**config.mk**
```make
export PLATFORM = sky130hd
export DESIGN_NAME = mem_port_arbiter
export DESIGN_NICKNAME = d
export VERILOG_FILES = /design/src/rtl/mem_port_arbiter_pkg.sv /design/src/rtl/mem_arb_grant.sv /design/src/rtl/mem_port_arbiter.sv
export SDC_FILE = /design/constraint.sdc
export NUM_CORES = 1
export LEC_CHECK = 0
export BUFFER_PORTS_ARGS = -buffer_cell sky130_fd_sc_hd__buf_2
export CAP_MARGIN = 15
export CORE_UTILIZATION = 45
export CTS_CLUSTER_DIAMETER = 50
export DETAILED_ROUTE_END_ITERATION = 10
export PLACE_DENSITY = 0.75
export SLEW_MARGIN = 20
export SYNTH_ARGS = -nofsm -noshare
export SYNTH_HDL_FRONTEND = slang
export SYNTH_SLANG_ARGS = --single-unit
```
**constraint.sdc**
```tcl
create_clock -name clk_i -period 2.3 [get_ports clk_i]
set_input_delay 0.115 -clock clk_i [delete_from_list [all_inputs] [get_ports clk_i]]
set_output_delay 0.115 -clock clk_i [all_outputs]
set_load 0.005 [all_outputs]
```
**src/rtl/mem_port_arbiter_pkg.sv**
```systemverilog
// +----------------------------------------------------------------------+
// | mem_port_arbiter_pkg: shared states and Func3 codes for the arbiter  |
// | Revision: 1.0                                                        |
// +----------------------------------------------------------------------+
`default_nettype none

package mem_port_arbiter_pkg;

  typedef enum logic [2:0] {
    ST_IDLE   = 3'd0,
    ST_BUS_I  = 3'd1,
    ST_BUS_D  = 3'd2,
    ST_RESP_I = 3'd3,
    ST_RESP_D = 3'd4
  } arb_state_e;

  localparam int STREAK_W = 4;

  localparam logic [2:0] FUNC3_LB  = 3'b000;
  localparam logic [2:0] FUNC3_LH  = 3'b001;
  localparam logic [2:0] FUNC3_LW  = 3'b010;
  localparam logic [2:0] FUNC3_LBU = 3'b100;
  localparam logic [2:0] FUNC3_LHU = 3'b101;
  localparam logic [2:0] FUNC3_SB  = 3'b000;
  localparam logic [2:0] FUNC3_SH  = 3'b001;
  localparam logic [2:0] FUNC3_SW  = 3'b010;

  function automatic logic [STREAK_W-1:0] streak_next(
    input logic [STREAK_W-1:0] cur,
    input logic [STREAK_W-1:0] max
  );
    return (cur >= max) ? max : cur + 1'b1;
  endfunction

endpackage

`default_nettype wire

```
**src/rtl/mem_arb_grant.sv**
```systemverilog
// +----------------------------------------------------------------------+
// | mem_arb_grant: D-priority grant decision with bounded D streak       |
// | Revision: 1.0                                                        |
// +----------------------------------------------------------------------+
`default_nettype none

module mem_arb_grant
  import mem_port_arbiter_pkg::*;
#(
  parameter int MAX_D_STREAK = 4
) (
  input  logic                i_req_i,
  input  logic                d_req_i,
  input  logic [STREAK_W-1:0] streak_i,
  output logic                grant_i_o,
  output logic                grant_d_o
);

  localparam logic [STREAK_W-1:0] MAX_STREAK = STREAK_W'(MAX_D_STREAK);

  // D wins unless fetch is waiting and D has already used up its streak.
  assign grant_d_o = d_req_i & (~i_req_i | (streak_i < MAX_STREAK));
  assign grant_i_o = i_req_i & ~grant_d_o;

endmodule

`default_nettype wire

```
**src/rtl/mem_port_arbiter.sv**
```systemverilog
// +----------------------------------------------------------------------+
// | mem_port_arbiter: shares one memory port between fetch (I) and MEM   |
// | stage (D) requesters. Revision: 1.0                                  |
// +----------------------------------------------------------------------+
`default_nettype none

module mem_port_arbiter
  import mem_port_arbiter_pkg::*;
#(
  parameter int ADDR_W       = 32,
  parameter int DATA_W       = 32,
  parameter int MAX_D_STREAK = 4
) (
  input  logic              clk_i,
  input  logic              rst_ni,
  input  logic              i_read_i,
  input  logic [ADDR_W-1:0] i_address_i,
  output logic [DATA_W-1:0] i_read_data_o,
  output logic              i_busywait_o,
  input  logic              d_read_i,
  input  logic              d_write_i,
  input  logic [ADDR_W-1:0] d_address_i,
  input  logic [DATA_W-1:0] d_write_data_i,
  input  logic [2:0]        d_func3_i,
  output logic [DATA_W-1:0] d_read_data_o,
  output logic              d_busywait_o,
  output logic              m_read_o,
  output logic              m_write_o,
  output logic [ADDR_W-1:0] m_address_o,
  output logic [DATA_W-1:0] m_write_data_o,
  output logic [2:0]        m_func3_o,
  input  logic [DATA_W-1:0] m_read_data_i,
  input  logic              m_busywait_i
);

  localparam logic [STREAK_W-1:0] MAX_STREAK = STREAK_W'(MAX_D_STREAK);

  arb_state_e          state_q;
  logic [STREAK_W-1:0] streak_q, streak_d;
  logic                m_read_q, m_write_q;
  logic [ADDR_W-1:0]   m_address_q;
  logic [DATA_W-1:0]   m_write_data_q;
  logic [2:0]          m_func3_q;
  logic [DATA_W-1:0]   i_read_data_q, d_read_data_q;
  logic                i_req, d_req, grant_i, grant_d;

  assign i_req = i_read_i;
  assign d_req = d_read_i | d_write_i;

  mem_arb_grant #(
    .MAX_D_STREAK(MAX_D_STREAK)
  ) u_grant (
    .i_req_i  (i_req),
    .d_req_i  (d_req),
    .streak_i (streak_q),
    .grant_i_o(grant_i),
    .grant_d_o(grant_d)
  );

  // The streak only counts D wins that actually made fetch wait.
  always_comb begin
    streak_d = streak_q;
    if (state_q == ST_IDLE) begin
      if (!i_req)       streak_d = '0;
      else if (grant_d) streak_d = streak_next(streak_q, MAX_STREAK);
      else if (grant_i) streak_d = '0;
    end
  end

  always_ff @(posedge clk_i or negedge rst_ni) begin
    if (!rst_ni) begin
      state_q        <= ST_IDLE;
      streak_q       <= '0;
      m_read_q       <= 1'b0;
      m_write_q      <= 1'b0;
      m_address_q    <= '0;
      m_write_data_q <= '0;
      m_func3_q      <= '0;
      i_read_data_q  <= '0;
      d_read_data_q  <= '0;
    end else begin
      streak_q <= streak_d;
      case (state_q)
        ST_IDLE: begin
          if (grant_d) begin
            state_q        <= ST_BUS_D;
            m_write_q      <= d_write_i;
            m_read_q       <= d_read_i & ~d_write_i;
            m_address_q    <= d_address_i;
            m_write_data_q <= d_write_data_i;
            m_func3_q      <= d_func3_i;
          end else if (grant_i) begin
            state_q     <= ST_BUS_I;
            m_read_q    <= 1'b1;
            m_write_q   <= 1'b0;
            m_address_q <= i_address_i;
            m_func3_q   <= FUNC3_LW;
          end
        end
        ST_BUS_I, ST_BUS_D: begin
          if (!m_busywait_i) begin
            m_read_q  <= 1'b0;
            m_write_q <= 1'b0;
            if (state_q == ST_BUS_I) begin
              i_read_data_q <= m_read_data_i;
              state_q       <= ST_RESP_I;
            end else begin
              if (m_read_q) d_read_data_q <= m_read_data_i;
              state_q <= ST_RESP_D;
            end
          end
        end
        default: state_q <= ST_IDLE;
      endcase
    end
  end

  assign i_busywait_o   = i_req & (state_q != ST_RESP_I);
  assign d_busywait_o   = d_req & (state_q != ST_RESP_D);
  assign m_read_o       = m_read_q;
  assign m_write_o      = m_write_q;
  assign m_address_o    = m_address_q;
  assign m_write_data_o = m_write_data_q;
  assign m_func3_o      = m_func3_q;
  assign i_read_data_o  = i_read_data_q;
  assign d_read_data_o  = d_read_data_q;

endmodule

`default_nettype wire

```
Word level (Yosys, flattened, before mapping)
Cells that the tools add are included.
{"block": "word_totals", "input_bits": 137, "output_inout_bits": 135, "elab_cells": 62, "reg_bits": 140}
{"block": "classes", "n_lt_le_gt_ge": 2, "addsub": 1, "n_eq_ne": 7, "reduce_logical": 11, "n_mux": 20, "bitwise_logic": 12}
{"op": "32-bit 2-to-1 mux", "count": 2}
{"op": "3-bit 2-to-1 mux", "count": 6}
{"op": "4-bit 2-to-1 mux", "count": 4}
{"op": "2-bit AND reduction", "count": 4}
{"op": "3-bit by 2-bit inequality test with 1-bit output (second input constant)", "count": 2}
{"op": "3-bit one-hot mux with 2 select lines", "count": 1}
{"op": "3-bit AND reduction", "count": 2}
{"op": "1-bit bitwise AND", "count": 5}
{"op": "1-bit 2-to-1 mux", "count": 5}
{"op": "1-bit NOT", "count": 5}
{"op": "4-bit by 1-bit adder with 4-bit output (second input constant)", "count": 1}
{"op": "4-bit by 3-bit greater-or-equal comparator with 1-bit output (second input constant)", "count": 1}
{"op": "4-bit by 3-bit less-than comparator with 1-bit output (second input constant)", "count": 1}
{"op": "1-bit one-hot mux with 2 select lines", "count": 2}
{"op": "4-bit AND reduction", "count": 1}
{"op": "2-bit nonzero test", "count": 2}
{"op": "3-bit by 1-bit == test with 1-bit output (second input constant)", "count": 1}
{"op": "3-bit by 2-bit == test with 1-bit output (second input constant)", "count": 1}
{"op": "3-bit zero test", "count": 1}
{"op": "3-bit by 1-bit inequality test with 1-bit output (second input constant)", "count": 1}
{"op": "3-bit inequality test (second input constant)", "count": 1}
{"op": "2-bit inequality test (second input constant)", "count": 1}
{"op": "1-bit bitwise OR", "count": 2}
{"op": "2-bit OR reduction", "count": 1}

Depth between registers and ports, before layout
Gate-level depths: netlist of the first run.
{"block": "depth", "word_depth": 8, "depth_mapped": 6, "ltp_nobuf": 4}

Modules after synthesis
A second synthesis of the first run with hierarchy kept.
{"block": "hier_totals", "hier_cells": 409, "area_unflattened_um2": 5825.6}
{"mod": "mem_port_arbiter", "cells_each": 405, "area_per_inst_um2": 5803.1, "n_inst": 1, "seq_area_each_um2": 3503.4}
{"mod": "mem_arb_grant", "cells_each": 4, "area_per_inst_um2": 22.5, "n_inst": 1, "seq_area_each_um2": 0.0}

Worst setup path after synthesis of the first run
Ideal clock, no wire load.
{"block": "synth_timing", "path_type": "register -> register", "startpoint": "register state_q[1]", "endpoint": "register m_write_data_q[10], in the netlist m_write_data_o[10]", "stages_incl_launch_ff": 6, "setup_time_ns": 0.125, "path_buffers": 2, "synth_period_minus_slack_ns": 1.686, "arrival_time_ns": 1.562, "t_required_ns": 2.175, "slack_ns": 0.614, "cell_sequence": "dfrtp_1 -> nor3_2 -> and3_1 -> buf_2 -> buf_6 -> mux2_2"}
{"block": "synth_between", "elab_chain_len": 2}
{"item": "start, declared", "line_no": "mem_port_arbiter.sv:38", "source": "arb_state_e state_q;"}
{"item": "start signal, assigned", "line_no": "mem_port_arbiter.sv:72", "source": "state_q <= ST_IDLE;"}
{"item": "start signal, assigned", "line_no": "mem_port_arbiter.sv:86", "source": "state_q <= ST_BUS_D;"}
{"item": "start signal, assigned", "line_no": "mem_port_arbiter.sv:93", "source": "state_q <= ST_BUS_I;"}
{"item": "3-bit zero test", "line_no": "mem_port_arbiter.sv:83", "source": "case (state_q)"}
{"item": "2-bit AND reduction (no line)"}
{"item": "end signal, assigned", "line_no": "mem_port_arbiter.sv:90", "source": "m_write_data_q <= d_write_data_i;"}
{"item": "end, declared", "line_no": "mem_port_arbiter.sv:42", "source": "logic [DATA_W-1:0] m_write_data_q;"}
Every way passes these cells.
A chain may end at the register's enable or synchronous reset.

Worst setup path in the final report of the first run
{"block": "layout_timing", "startpoint": "register state_q[0]", "endpoint": "register m_address_q[7], in the netlist m_address_o[7]"}
{"block": "layout_between", "elab_chain_len": 2}
{"item": "3-bit zero test", "line_no": "mem_port_arbiter.sv:83"}
{"item": "2-bit AND reduction (no line)"}
{"item": "end signal, assigned", "line_no": "mem_port_arbiter.sv:89", "source": "m_address_q <= d_address_i;"}
{"item": "end signal, assigned", "line_no": "mem_port_arbiter.sv:96", "source": "m_address_q <= i_address_i;"}
{"item": "end, declared", "line_no": "mem_port_arbiter.sv:41", "source": "logic [ADDR_W-1:0] m_address_q;"}
Every way passes these cells.

==> key figures, run 1 <==
Placement
  – PortBufs: about 270
  – HPWL Detailed: 10600 um
  – Pre-CTS setup slack: ~0.54 ns
  – GPL Wtd Cong: 0.856
  – Placed insts: 860

GRT
  – Largest net degree at the start of global routing: 64
  – First-pass GRT wire length: 28200 um
  – Initial antenna violation count: 0
  – Vias in the first global route: 5805
  – GRT Util Overall: 0.280
  – Total grt overflow: 0

Worst setup path
  – Worst path cell trace: nor3_4, buf_4, and2_1, buf_6, a31oi_1, dlygate4sd3_1
  – Crit end category: register
  – Critical R2R Launch: state_q[0]
  – CP delay by family, top: buffers and inverters
  – CP arrival: approximately 2.5 ns
  – Critical Path Max Stage Delay: 0.59 ns
  – Startpoint types: register
  – Reg2Reg Depth: 6
  – Max Fanout on Critical Path: 34
  – Worst R2R End: m_address_o[7]
  – CP startpoint: state_q[0]
  – Critical Path RT: 2.59 ns
  – Worst reg2reg setup slack: 0.1 ns
  – CP Class: register to register
  – CP max-delay cell: dlygate4sd3_1
  – Levels on crit path: 6
  – Bufs and invs on worst path: 3

STA
  – Period minus WS final: 2.20 ns
  – RSZ-0062 raised after global routing: no
  – Worst-margin pin slew: approximately 0.54 ns
  – Rel. slew slack: 0.639
  – Max-slew violations: 0
  – WHS: 0.0168 ns
  – Fmax: 0.454 GHz
  – TNS Setup: 0 ns
  – Final Hold Vio Count: 0
  – Fin worst setup slack: slightly below 0.1 ns
  – Clock skew: roughly 0.0084 ns
  – Final period util: 0.958
  – Setup violators final: 0

Logic synthesis
  – Post-synth EDFFs: 0
  – Syn nets: 583
  – Syn Area/Cell: roughly 13 sq um
  – Synthesis warning total: 0
  – Synth Flop Type: dfrtp_1
  – Post-Syn Area: 5750 sq um
  – Share of async-settable or async-resettable flops after synthesis: 1.00
  – Synth Register Bits: 140
  – Synth Instances: 445
  – Synth cell types: 35
  – Top cell type's share of synthesized area: 0.609
  – Register area share after synthesis: 0.609
  – Largest cells by area after synthesis: dfrtp_1 (61%), mux2_1 (13%), mux2_2 (5.9%)
  – Yosys top cell by area: dfrtp_1

Final layout
  – Antenna Cells: 0
  – P&R area growth vs syn: 59.7%
  – # nets final: 982
  – Non-filler instance count after layout: about 1000
  – Fraction of layout cells with a size suffix above 1: 0.407

Routing
  – Via count: 5432
  – Total iterations of the first detailed-routing run: 5
  – Routed wire length: between 15000 and 20000 um
  – Initial DRC count: 394
  – Residual DRC count: 0
  – WL/cell: 17.6 um
  – Drt via density: 5.30
  – Post-route ant nets: 0

CTS
  – H-tree Lvls: 4
  – Reg clk slew, reported paths: around 0.060 ns
  – CTS buffer count: 17
  – Clock buffer depth: 2
  – CTS sink cnt: 140
  – Clk root buf: clkbuf_16
  – CTS tree: built
  – Post-CTS setup buffers: 0
  – Worst-skew pair later-pin latency: 0.42 ns

Worst hold path
  – Hold_sp: i_read_i
  – Hold Path End: streak_q[0]
  – Min-delay worst type: input pin to register
  – Worst hold stages: 3

Run
  – Max Cap Viol: 0

Power
  – Leakage power: about 4.4 nW
  – Peak supply drop: approximately 760 uV
  – Tot Pwr: around 0.012 W
  – PwrDens: 1290 nW/um^2

Floorplan
  – # IOs: 272
  – Total die area: 13200 sq um
  – # rows: 40
  – Die Height: approximately 120 um
  – Initial Util: 0.469
  – Core area: 12300 sq um
  – Die X: 115 um

Run status
  – Status: completed
worst min-delay path: stages:
cell and delay (ns):
buf_2 0.15, nand2_1 0.07, o22ai_1 0.06
report_power, final:
group	internal, W	switching, W	leakage, nW
Sequential	0.00371	0.000731	1.66
Combinational	0.00271	0.00210	2.43
Clock	0.00167	0.000965	0.288
Total	0.00809	0.00380	4.37
worst max path at each step:
stage / end / slack, ns
2_1_floorplan: m_write_data_o[10] / 0.61
3_3_place_gp: state_q[0] / 0.62
3_5_place_dp: d_read_data_o[18] / 0.54
4_1_cts: m_address_o[11] / 0.1
5_1_grt: m_address_o[7] / 0.004
6_report: m_address_o[7] / 0.1
logic make-up after synthesis:
| kind of cell | synth area share |
|---|---|
| compound gates | 0.114 |
| fa+ha+maj | 0.00217 |
| buf+inv | 0.0344 |
| flops | 0.609 |
| mux | 0.188 |
| simple gates | 0.0526 |
placed cells by master (no fill, tap or decap), types with 3 or more instances in the layout:
master           n
dlygate4sd3_1  133
clkinv_2         6
nand3_1         34
buf_4            7
dfrtp_1        140
mux2_2          30
o21ai_0         34
a22o_1           3
buf_12           3
nand2_1          5
clkbuf_8         3
a21oi_1         38
buf_6            3
clkbuf_16       17
buf_2          270
a31oi_1         32
mux2_1          66
inv_1            3
clkbuf_1         4
through the flow:
step | cell area (sq um) | util
final | 9190 | 0.749
after global routing | 9190 | 0.749
after CTS | 9180 | 0.749
after detailed placement | 7280 | 0.594
after global placement | 7280 | 0.594
after floorplan | 5750 | -
synth_stat cells (all sizes together), types with 2 or more instances:
| master | count |
|---|---|
| or2 | 2 |
| o22ai | 2 |
| inv | 4 |
| buf | 17 |
| mux2 | 96 |
| nand3 | 34 |
| a211oi | 2 |
| nor2 | 2 |
| a31oi | 32 |
| a22o | 3 |
| o21ai | 35 |
| nand2 | 6 |
| dfrtp | 140 |
| clkbuf | 19 |
| a21oi | 38 |
layout make-up:
cell class,instances,area [sq um]
Sequential cell,140,3500
Fill cell,767,3070
Timing Repair Buffer,416,2830
Multi-Input combinational cell,265,2060
Tap cell,168,210
Clock inverter,8,90.1
Clock buffer,24,482
Inverter,4,15.0
repair_timing:
| item | CTS | global route |
|---|---|---|
| hold buffers | 133 | 0 |
| hold endpoints to repair | 187 | 0 |
| endpoints found under the setup margin | 0 | 32 |
| gates resized for setup | 0 | 3 |
state kept, by name, summed over array words and instances, names as in the netlist:
register,cells
d_read_data_o,32
i_read_data_o,32
m_address_o,32
m_write_data_o,32
streak_q,4
m_func3_o,3
state_q,3
m_read_o,1
m_write_o,1
metal layers:
layer	track usage	vias to the layer above	wire [um]
met2	0.512	321	9440
met5	0	-	0
met4	0.132	0	588
met3	0.0775	56	1510
met1	0.299	2625	6530
li1	-	2430	-
No activity file was read; power rests on OpenSTA's default activity.
==> inputs of run 2 (changes only) <==
--- a/config.mk
+++ b/config.mk
@@ -5,7 +5,7 @@
 export SDC_FILE = /design/constraint.sdc
 export NUM_CORES = 1
 export LEC_CHECK = 0
-export BUFFER_PORTS_ARGS = -buffer_cell sky130_fd_sc_hd__buf_2
+export BUFFER_PORTS_ARGS = -buffer_cell sky130_fd_sc_hd__buf_4
 export CAP_MARGIN = 15
 export CORE_UTILIZATION = 45
 export CTS_CLUSTER_DIAMETER = 50
==> run 2 against run 1 <==
  * Design area is 6.7% higher
  * Critical endpoint is now m_address_o[15]
  * Wire length is 3.8% higher
  * Maximum frequency is 1.1% lower
  * Clock skew is 0.0031 ns higher
==> key figures, run 2 (synthesis gave the netlist of run 1 again) <==
Run status
  – Status: completed

Placement
  – HPWL Detailed: around 11000 um
  – PortBufs: 271
  – GPL Wtd Cong: 0.820
  – Placed insts: 860

Final layout
  – P&R area growth vs syn: 70.3%
  – Most common cell after layout, fill and taps aside: buf_4
  – Final core utilization: 0.799
  – Most frequent cells in the layout: buf_4 (278), dfrtp_1 (139), dlygate4sd3_1 (121)
  – # nets final: 970
  – Non-filler instance count after layout: 1011
  – Fraction of layout cells with a size suffix above 1: 0.416
  – Antenna Cells: 0

Power
  – Peak supply drop: 628 uV
  – Gate power share: 0.419
  – Sw Share: 0.309
  – PwrDens: 1310 nW/um^2
  – Tot Pwr: ~0.013 W
  – NetSw: 0.00396 W
  – Internal power: ~0.009 W
  – Proportion of power drawn by the clock network: 0.228
  – Leakage power: between 4 and 5 nW
  – Flop pwr share: 0.353

CTS
  – Reg clk slew, reported paths: around 0.060 ns
  – CTS tree: built
  – Post-CTS setup buffers: 0
  – CTS sink cnt: 140
  – H-tree Lvls: 4
  – Worst-skew pair later-pin latency: 0.41 ns
  – Clk root buf: clkbuf_16
  – CTS buffer count: 17
  – Clock buffer depth: 2

Worst setup path
  – Critical Path RT: between 2 and 3 ns
  – CP Class: register to register
  – Critical R2R Launch: state_q[1]
  – Crit end category: register
  – CP arrival: 2.51 ns
  – Startpoint types: register
  – CP startpoint: state_q[1]
  – Max Fanout on Critical Path: 33

Floorplan
  – Die X: 115 um
  – # IOs: 272
  – Core area: between 10000 and 15000 sq um
  – Total die area: 13200 sq um
  – # rows: 40
  – Initial Util: 0.469
  – Die Height: roughly 120 um

Routing
  – Drt via density: 5.31
  – Post-route ant nets: 0
  – Via count: 5370
  – WL/cell: 18.5 um
  – Initial DRC count: ~340
  – Total iterations of the first detailed-routing run: 5
  – Residual DRC count: 0
  – Routed wire length: 18800 um

GRT
  – Total grt overflow: 0
  – Largest net degree at the start of global routing: 73
  – Vias in the first global route: 5746
  – GRT Util Overall: 0.289
  – First-pass GRT wire length: 28900 um
  – Initial antenna violation count: 0

STA
  – Rel. slew slack: 0.545
  – Worst-margin pin slew: 0.683 ns
  – Setup violators final: 0
  – Clock skew: 0.0116 ns
  – Final period util: 0.968
  – Final Hold Vio Count: 0
  – WHS: 0.00586 ns
  – Period minus WS final: between 2 and 2.5 ns
  – Fmax: 0.449 GHz
  – Max-slew violations: 0

Worst hold path
  – Hold_sp: d_address_i[1]
  – Min-delay worst type: input pin to register

Run
  – Max Cap Viol: 0
==> run 2: power by group through the flow <==
stage | clock [W] | combinational, W | sequential (W)
4_1_cts | 0.00296 | 0.00525 | 0.00446
6_report | 0.00292 | 0.00537 | 0.00452
3_5_place_dp | 0 | 0.00467 | 0.00447
5_1_grt | 0.00306 | 0.00579 | 0.00464
2_1_floorplan | 0 | 0.00200 | 0.00445
3_3_place_gp | 0 | 0.00452 | 0.00441
==> run 2: repair_timing <==
action / CTS / global route
hold buffers: 121 / 0
gates resized for setup: 0 / 4
endpoints found under the hold margin: 199 / 0
endpoints found under the setup margin: 0 / 23
==> run 2: critical path, cell delays in order (launching register included) <==
cell           delay (ns)
dfrtp_1              0.49
nor3_4               0.28
buf_4                0.21
and2_1               0.19
buf_8                0.23
a31oi_1              0.12
dlygate4sd3_1        0.58
==> run 2: area by class of cell <==
class,count,area [sq um]
Sequential cell,140,3500
Tap cell,168,210
Multi-Input combinational cell,265,2060
Timing Repair Buffer,404,3380
Inverter,4,15.0
Fill cell,694,2460
Clock buffer,18,429
Clock inverter,12,198
==> run 2: per-stage QoR <==
| stage | instance area (sq um) | setup WS (ns) | setup TNS, ns |
|---|---|---|---|
| after floorplan | 5750 | 0.614 | 0 |
| after global placement | 7950 | 0.572 | 0 |
| after detailed placement | 7950 | 0.454 | 0 |
| after CTS | 9790 | 0.0247 | 0 |
| after global routing | 9800 | -0.000254 | -0.000254 |
| final | 9800 | 0.0731 | 0 |
==> run 2: per-layer routing <==
metal,share of wire,GRT usage
met3,0.077,0.0801
met4,0.030,0.139
met2,0.53,0.523
met5,0,0
met1,0.36,0.313
==> run 2: path summary, 6_finish.rpt <==
check,cells past startpoint,slack (ns),to
max,6,0.07,m_address_o[15]
min,3,0.006,m_address_o[1]
max reg2reg,6,0.07,m_address_o[15]
min reg2reg,1,0.49,i_read_data_o[7]
max in group asynchronous,3,1.22,i_read_data_o[14]
min in group asynchronous,2,0.28,m_address_o[30]
==> inputs of run 3 (changes only) <==
--- a/config.mk
+++ b/config.mk
@@ -11,6 +11,7 @@
 export CTS_CLUSTER_DIAMETER = 50
 export DETAILED_ROUTE_END_ITERATION = 10
 export PLACE_DENSITY = 0.75
+export REMOVE_ABC_BUFFERS = 1
 export SLEW_MARGIN = 20
 export SYNTH_ARGS = -nofsm -noshare
 export SYNTH_HDL_FRONTEND = slang
==> run 3 against run 2 <==
  * First-iteration DRC count is 11% higher
  * Hold slack improved by 0.017 ns
  * Clock skew down 0.0027 ns
  * Clock power decreased by 6%
  * Sequential power is 0.9% higher
  * Combinational power rose by 6.3%
  * Utilization is 0.71 points higher
  * Sequential cell count unchanged
  * Wire length grew 13%
  * Non-clock buffer count is 12 higher
  * Critical path type unchanged
  * Largest cell class is now buffers
==> key figures, run 3 (synthesis gave the netlist of run 1 again) <==
Power
  – NetSw: 0.00420 W
  – Tot Pwr: ~0.013 W
  – PwrDens: roughly 1300 nW/um^2
  – Gate power share: 0.439
  – Internal power: 0.00881 W
  – Proportion of power drawn by the clock network: 0.210
  – Flop pwr share: 0.351
  – Sw Share: 0.323
  – Peak supply drop: 846 uV
  – Leakage power: about 4.6 nW

CTS
  – Clock buffer depth: 2
  – Worst-skew pair later-pin latency: 0.41 ns
  – Reg clk slew, reported paths: 0.06 ns
  – CTS buffer count: 17
  – CTS tree: built
  – Post-CTS setup buffers: 0
  – H-tree Lvls: 4
  – Clk root buf: clkbuf_16
  – CTS sink cnt: 140

Run
  – Max Cap Viol: 0

GRT
  – Initial antenna violation count: 0
  – First-pass GRT wire length: about 32000 um
  – GRT Util Overall: 0.326
  – Total grt overflow: 0
  – Vias in the first global route: between 5000 and 6000
  – Largest net degree at the start of global routing: 61

STA
  – Clock skew: 0.00885 ns
  – RSZ-0062 raised after global routing: no
  – Final Hold Vio Count: 0
  – Max-slew violations: 0
  – Worst-margin pin slew: 0.491 ns
  – Setup violators final: 0
  – Fmax: 0.459 GHz
  – Period minus WS final: about 2.2 ns
  – Rel. slew slack: 0.673
  – Fin worst setup slack: ~0.12 ns
  – Final period util: 0.948

Routing
  – Initial DRC count: 381
  – WL/cell: 20.6 um
  – Routed wire length: 21100 um
  – Drt via density: 5.51
  – Residual DRC count: 0
  – Post-route ant nets: 0
  – Via count: between 5000 and 6000
  – Total iterations of the first detailed-routing run: 5

Floorplan
  – Total die area: 13200 sq um
  – Die Height: 115 um
  – Core area: 12300 sq um
  – # IOs: 272
  – # rows: 40
  – Die X: 115 um
  – Initial Util: 0.469

Final layout
  – Fin area: slightly below 10000 sq um
  – Fraction of layout cells with a size suffix above 1: 0.412
  – # nets final: 982
  – Final core utilization: 0.807
  – P&R area growth vs syn: 71.9%
  – Most common cell after layout, fill and taps aside: buf_4
  – Most frequent cells in the layout: buf_4 (279), dfrtp_1 (140), dlygate4sd3_1 (132)
  – Antenna Cells: 0

Placement
  – GPL Wtd Cong: 0.776
  – Pre-CTS setup slack: 0.551 ns
  – Placed cell areas: roughly 8000 sq um
  – HPWL Detailed: 11800 um
  – PortBufs: 271

Worst setup path
  – CP arrival: 2.46 ns
  – Max Fanout on Critical Path: 25
  – Startpoint types: register
  – Critical Path RT: 2.58 ns
  – CP Class: register to register
  – Crit end category: register

Worst hold path
  – Min-delay worst type: input pin to register

Run status
  – Status: completed
[run 3: routing by layer]
metal,track usage,share of wire,vias up
li1,-,-,2418
met1,0.353,0.35,2773
met2,0.572,0.51,380
met3,0.0944,0.094,72
met4,0.185,0.047,0
met5,0,0,-
[run 3: worst max-delay path, cell delays in order (launching register included)]
cell	delay [ns]
dfrtp_1	0.49
nor3_4	0.28
and2_2	0.35
buf_12	0.21
a31oi_1	0.09
dlygate4sd3_1	0.61
[run 3: final cells by class]
cell class                      instances  area (sq um)
Sequential cell                       140          3500
Tap cell                              168           210
Inverter                                4          15.0
Timing Repair Buffer                  416          3510
Clock inverter                         12           148
Fill cell                             657          2370
Clock buffer                           19           443
Multi-Input combinational cell        265          2060
[run 3: worst paths after layout]
kind	startpoint	endpoint	slack [ns]	depth (start not counted)
max	state_q[1]	m_address_o[24]	0.12	5
min	d_write_i	m_write_o	0.02	3
max reg2reg	state_q[1]	m_address_o[24]	0.12	5
min reg2reg	i_read_data_o[30]	i_read_data_o[30]	0.49	1
max in group asynchronous	rst_ni	m_address_o[19]	1.30	3
min in group asynchronous	rst_ni	i_read_data_o[29]	0.24	2
[run 3: timing repair]
| action | in CTS | in global routing |
|---|---|---|
| setup endpoints to repair | 0 | 23 |
| hold buffers | 132 | 0 |
| hold endpoints to repair | 185 | 0 |
| gates resized for setup | 0 | 1 |
[run 3: stage by stage]
| stage | instances | hold slack [ns] | TNS, ns |
|---|---|---|---|
| global placement | 861 | 0.0948 | 0 |
| finish | 1024 | 0.0232 | 0 |
| floorplan | 409 | -0.181 | -49.72 |
| detailed placement | 861 | 0.0973 | 0 |
| CTS | 1024 | 0.00476 | 0 |
| global route | 1024 | 0.0171 | 0 |
[run 3: power by group through the flow]
stage / registers [W] / clock network, W / logic, W
floorplan: 0.00446 / 0 / 0.00183
global placement: 0.00443 / 0 / 0.00459
detailed placement: 0.00450 / 0 / 0.00473
CTS: 0.00448 / 0.00276 / 0.00546
global route: 0.00469 / 0.00289 / 0.00606
finish: 0.00456 / 0.00274 / 0.00571
